`config.mk`:
```
export PLATFORM = sky130hd
export DESIGN_NAME = morse_keyer
export DESIGN_NICKNAME = d
export VERILOG_FILES = /design/src/rtl/morse_keyer.sv
export SDC_FILE = /design/constraint.sdc
export NUM_CORES = 1
export LEC_CHECK = 0
export ABC_CLOCK_PERIOD_IN_PS = 7050
export CAP_MARGIN = 15
export CORE_UTILIZATION = 55
export CTS_BUF_LIST = sky130_fd_sc_hd__clkbuf_4
export CTS_CLUSTER_SIZE = 8
export DETAILED_ROUTE_END_ITERATION = 6
export PLACE_DENSITY = 0.81
export SLEW_MARGIN = 25
export SYNTH_ARGS = -nofsm -noshare
export SYNTH_HDL_FRONTEND = slang
export SYNTH_SLANG_ARGS = --single-unit
```
`constraint.sdc`:
```
create_clock -name clk -period 7.05 [get_ports clk]
set_clock_uncertainty 0.2 [all_clocks]
set_input_delay 1.41 -clock clk [delete_from_list [all_inputs] [get_ports clk]]
set_output_delay 1.41 -clock clk [all_outputs]
set_load 0.02 [all_outputs]
```
`src/rtl/morse_keyer.sv`:
```
// Morse keyer: plays a left-aligned 20-bit Morse pattern MSB-first on key_out,
// one bit per time unit, then appends character or word spacing.
//
//   state | meaning
//   IDLE  | waiting for a character, in_ready high
//   SEND  | shifting pattern bits out on key_out
//   GAP   | key low for the character/word gap, char_done on final cycle
module morse_keyer #(
    parameter int UNIT_CYCLES    = 1200000,
    parameter int CHAR_GAP_UNITS = 3,
    parameter int WORD_GAP_UNITS = 4
) (
    input  logic        clk,
    input  logic        rst,
    input  logic        in_valid,
    output logic        in_ready,
    input  logic [19:0] in_pattern,
    output logic        key_out,
    output logic        busy,
    output logic        char_done
);

    localparam int CW = (UNIT_CYCLES > 1) ? $clog2(UNIT_CYCLES) : 1;

    typedef enum logic [1:0] {
        IDLE = 2'd0,
        SEND = 2'd1,
        GAP  = 2'd2
    } state_t;

    state_t          state, state_nxt;
    logic [19:0]     shreg, shreg_nxt, shifted;
    logic [CW-1:0]   cnt, cnt_nxt;
    logic [2:0]      gap, gap_nxt;
    logic            key_nxt;
    logic            tick;

    assign tick     = (cnt == CW'(UNIT_CYCLES - 1));
    assign in_ready = (state == IDLE);
    assign busy     = (state != IDLE);
    assign shifted  = {shreg[18:0], 1'b0};

    always_ff @(posedge clk) begin
        if (rst) begin
            state   <= IDLE;
            shreg   <= '0;
            cnt     <= '0;
            gap     <= '0;
            key_out <= 1'b0;
        end else begin
            state   <= state_nxt;
            shreg   <= shreg_nxt;
            cnt     <= cnt_nxt;
            gap     <= gap_nxt;
            key_out <= key_nxt;
        end
    end

    always_comb begin
        state_nxt = state;
        shreg_nxt = shreg;
        gap_nxt   = gap;
        cnt_nxt   = tick ? '0 : cnt + CW'(1);
        char_done = 1'b0;
        case (state)
            IDLE: begin
                // Holding the counter at zero here gives every SEND/GAP a fresh unit.
                cnt_nxt = '0;
                if (in_valid) begin
                    if (in_pattern == 20'd0) begin
                        state_nxt = GAP;
                        gap_nxt   = 3'(WORD_GAP_UNITS);
                    end else begin
                        state_nxt = SEND;
                        shreg_nxt = in_pattern;
                    end
                end
            end
            SEND: begin
                if (tick) begin
                    shreg_nxt = shifted;
                    // The last element's trailing zero is folded into the gap.
                    if (shifted == 20'd0) begin
                        state_nxt = GAP;
                        gap_nxt   = 3'(CHAR_GAP_UNITS);
                    end
                end
            end
            GAP: begin
                if (tick) begin
                    gap_nxt = gap - 3'd1;
                    if (gap == 3'd1) begin
                        char_done = 1'b1;
                        state_nxt = IDLE;
                    end
                end
            end
            default: state_nxt = IDLE;
        endcase
        key_nxt = (state_nxt == SEND) && shreg_nxt[19];
    end

endmodule

```
==> flow_summary.json <==
{
  "outcome": "completed",
  "num_antenna_cells": 0,
  "finalWorstSetupSlack_ns": 2.867,
  "critPathBufInv": 1,
  "cell_family_contributing_the_most_delay_on_the_critical_path": "simple AND/OR/NAND/NOR gates",
  "crit_required_ns": 5.44,
  "critical_path_endpoint_category": "primary output",
  "powerDensity_nw_per_um2": 192.0,
  "power_frac_comb_pct": 18.7,
  "postRouteAntennaNets": 0,
  "detailedPlacementHpwl_um": 3685,
  "rsz0062_at_grt": "no",
  "hold_path_depth": 1,
  "number_of_sinks_on_the_clock_net": 47,
  "final_util_pct": 65.89,
  "sequential_power_share_pct": 56.9,
  "critPathLaunchType": "flip-flop",
  "setup-tns-final_ns": 0,
  "postSynthCellCount": 274,
  "slew_headroom_pct": 36.94,
  "r2r_setup_slack_ns": 3.86,
  "drt_wl_total_um": 5157,
  "cellLeakagePower_nw": 0.9544,
  "hold_viol_final": 0,
  "ys_types": 45,
  "timing.final.max_slew_violations": 0,
  "yosysWarnings": 0,
  "drt_first_iter_violations": 101,
  "netSwitchingFraction_pct": 29.72,
  "initial_antenna_violation_count": 0,
  "area.growth.synth_to_final_pct": 12.57,
  "ys_ff_latch": 47,
  "clkSlewWorstSetupHoldPaths_ns": 0.12,
  "via_density_per_instance": 6.000,
  "power.net_switching_uw": 154.7,
  "min-delay-start": "cnt[0]",
  "layout.cells.most_common_list": "sky130_fd_sc_hd__dfxtp_1 (47), sky130_fd_sc_hd__nor2_1 (46), sky130_fd_sc_hd__clkdlybuf4s50_1 (26)",
  "critical_path_arrival_ns": 2.57,
  "p_int_uw": 365.9,
  "post-place-ws_ns": 2.504,
  "peakVddDrop_uv": 139.6,
  "floorplan.die.height_um": 68.18,
  "top_level_ports": 27,
  "post_cts_setup_repair_buffer_count": 0,
  "path_class": "reg -> out",
  "max_freq_ghz": 0.2391,
  "maxCapViolCount": 0,
  "gr-usage-all-layers_pct": 24.87,
  "synth_area_per_inst_um2": 8.790,
  "initial_utilization_pct": 58.53,
  "die_area_um2": 4648,
  "synthArstFlopShare_pct": 0,
  "cts_tree": "yes",
  "timing.rr.start": "state[1]",
  "numCtsBuffers": 5,
  "min_period_ns": 4.183,
  "vias": 2082,
  "grt_first_pass_wirelength_um": 8487,
  "overflow": 0,
  "routed_wire_length_per_instance_um": 14.86,
  "crit_path_cell_trace": "ha_1 -> and4_1 -> nor2b_1 -> nand4_1 -> nor4_1 -> clkdlybuf4s50_1",
  "io_buffers": 26,
  "cts_hold_repair.buffers": 0,
  "overall_die_width_um": 68.18,
  "clock_tree.root_cell": "sky130_fd_sc_hd__clkbuf_4",
  "synth-seq-area-share_pct": 39.06,
  "prevailing_post_synth_register_cell": "sky130_fd_sc_hd__dfxtp_1",
  "critical_path.slowest_cell": "sky130_fd_sc_hd__clkdlybuf4s50_1",
  "finish.net_count": 326,
  "grt_pass1_vias": 1888,
  "r2r.worst_path.cells": 8,
  "pin_count_of_the_biggest_net_entering_global_routing": 28,
  "count_of_h_tree_levels_built_during_cts": 2,
  "rows": 23,
  "synth_nets": 304,
  "rr_endpoint": "shreg[12]",
  "hold_end": "cnt[0]",
  "timing.final.setup_violations": 0,
  "mostFrequentLayoutCell": "sky130_fd_sc_hd__dfxtp_1",
  "path_max_fanout": 4,
  "synthesis.area_um2": 2409,
  "drtPass1Iterations": 4,
  "gp_routability_congestion": 0.8652,
  "tightest_slew_ns": 0.9449,
  "class_of_the_tightest_hold_or_removal_check": "reg -> reg",
  "worst_path_largest_cell_delay_ns": 0.66,
  "path_depth": 6,
  "core_area_um2": 4115,
  "cts-resized-gates": 0,
  "clk_path_buf_depth": 2,
  "fraction_of_final_layout_cells_with_drive_strength_greater_than_1_pct": 7.407,
  "synth-edff-count": 0,
  "share_of_power_burned_in_the_clock_network_pct": 24.4,
  "fin_crit_sh_pct": 59.33,
  "route.detailed.drc": 0,
  "clock_insertion_delay_worst_skew_ns": 0.38
}
==> how the worst max path moves through the flow <==
stage | slack (ns) | end | start
after global routing | 2.71 | char_done | cnt[0]
final | 2.87 | char_done | cnt[0]
after global placement | 2.65 | shreg[13] | in_valid
after floorplan | 3.71 | char_done | cnt[0]
after detailed placement | 2.50 | shreg[12] | in_valid
after CTS | 2.86 | char_done | cnt[0]
==> registers in the layout, summed over array words and instances (netlist names) <==
register  flops
gap           3
key_out       1
shreg        20
state         2
cnt          21
==> per-layer routing <==
layer	routed length, um	GRT usage (%)	vias to the layer above
met5	0	0	-
met4	89	10.94	0
met1	2461	31.97	992
li1	-	-	1039
met3	191	5.000	8
met2	2415	39.95	43
==> cell families after synthesis <==
logic type      after synthesis  share of synthesized area (%)
compound gates               40                          15.90
flops                        47                          39.06
xor+xnor                     19                          6.909
buf+inv                      23                          5.142
fa+ha+maj                     7                          3.636
mux                           1                         0.4156
simple gates                137                          28.94
==> through the flow <==
step | hold WS (ns) | cells | instance area [um^2] | total power, mW
final | 0.2682 | 347 | 2711 | 0.5207
after detailed placement | 0.2468 | 339 | 2656 | 0.3970
after global placement | 0.2380 | 339 | 2656 | 0.3944
after CTS | 0.2747 | 347 | 2709 | 0.5193
after floorplan | 0.2260 | 274 | 2409 | 0.3679
after global routing | 0.3039 | 347 | 2711 | 0.5400
==> area by class of cell <==
type	instances	area [um^2]
clock buffers	6	45.04
clock inverters	2	7.507
fillers	364	1404
inverters	11	41.29
multi-input cells	204	1346
flip-flops and latches	47	940.9
well taps	50	62.56
repair buffers	27	267.8
==> worst reg2reg max path: stages, from the launching register on <==
cell and delay (ns):
sky130_fd_sc_hd__dfxtp_1 0.37, sky130_fd_sc_hd__inv_1 0.12, sky130_fd_sc_hd__ha_1 0.32, sky130_fd_sc_hd__inv_1 0.18, sky130_fd_sc_hd__nor2_2 0.54, sky130_fd_sc_hd__o21ai_0 0.34
sky130_fd_sc_hd__a22o_1 0.54, sky130_fd_sc_hd__a221oi_1 0.36, sky130_fd_sc_hd__nor3_1 0.10
==> power by group through the flow <==
stage | Sequential [mW] | Clock, mW | Combinational (mW)
after floorplan | 0.298 | 0 | 0.0701
after global placement | 0.301 | 0 | 0.0938
after detailed placement | 0.301 | 0 | 0.0959
after CTS | 0.295 | 0.128 | 0.0963
after global routing | 0.298 | 0.135 | 0.107
final | 0.296 | 0.127 | 0.0974
==> cells in the mapped netlist (all sizes together), types with 3 or more instances <==
cell type | instances | area, um^2
a21oi | 5 | 25.02
a221oi | 19 | 222.7
and3 | 6 | 37.54
buf | 6 | 60.05
clkbuf | 6 | 22.52
dfxtp | 47 | 940.9
ha | 7 | 87.58
inv | 11 | 41.29
nand2 | 16 | 60.06
nand3 | 12 | 65.06
nand3b | 3 | 22.52
nand4 | 4 | 25.02
nor2 | 48 | 182.7
nor3 | 22 | 110.1
nor4 | 13 | 93.84
nor4b | 3 | 26.28
o21ai | 3 | 15.01
xnor2 | 5 | 43.79
xor2 | 14 | 122.6
Power figures use the tool's default switching activity.
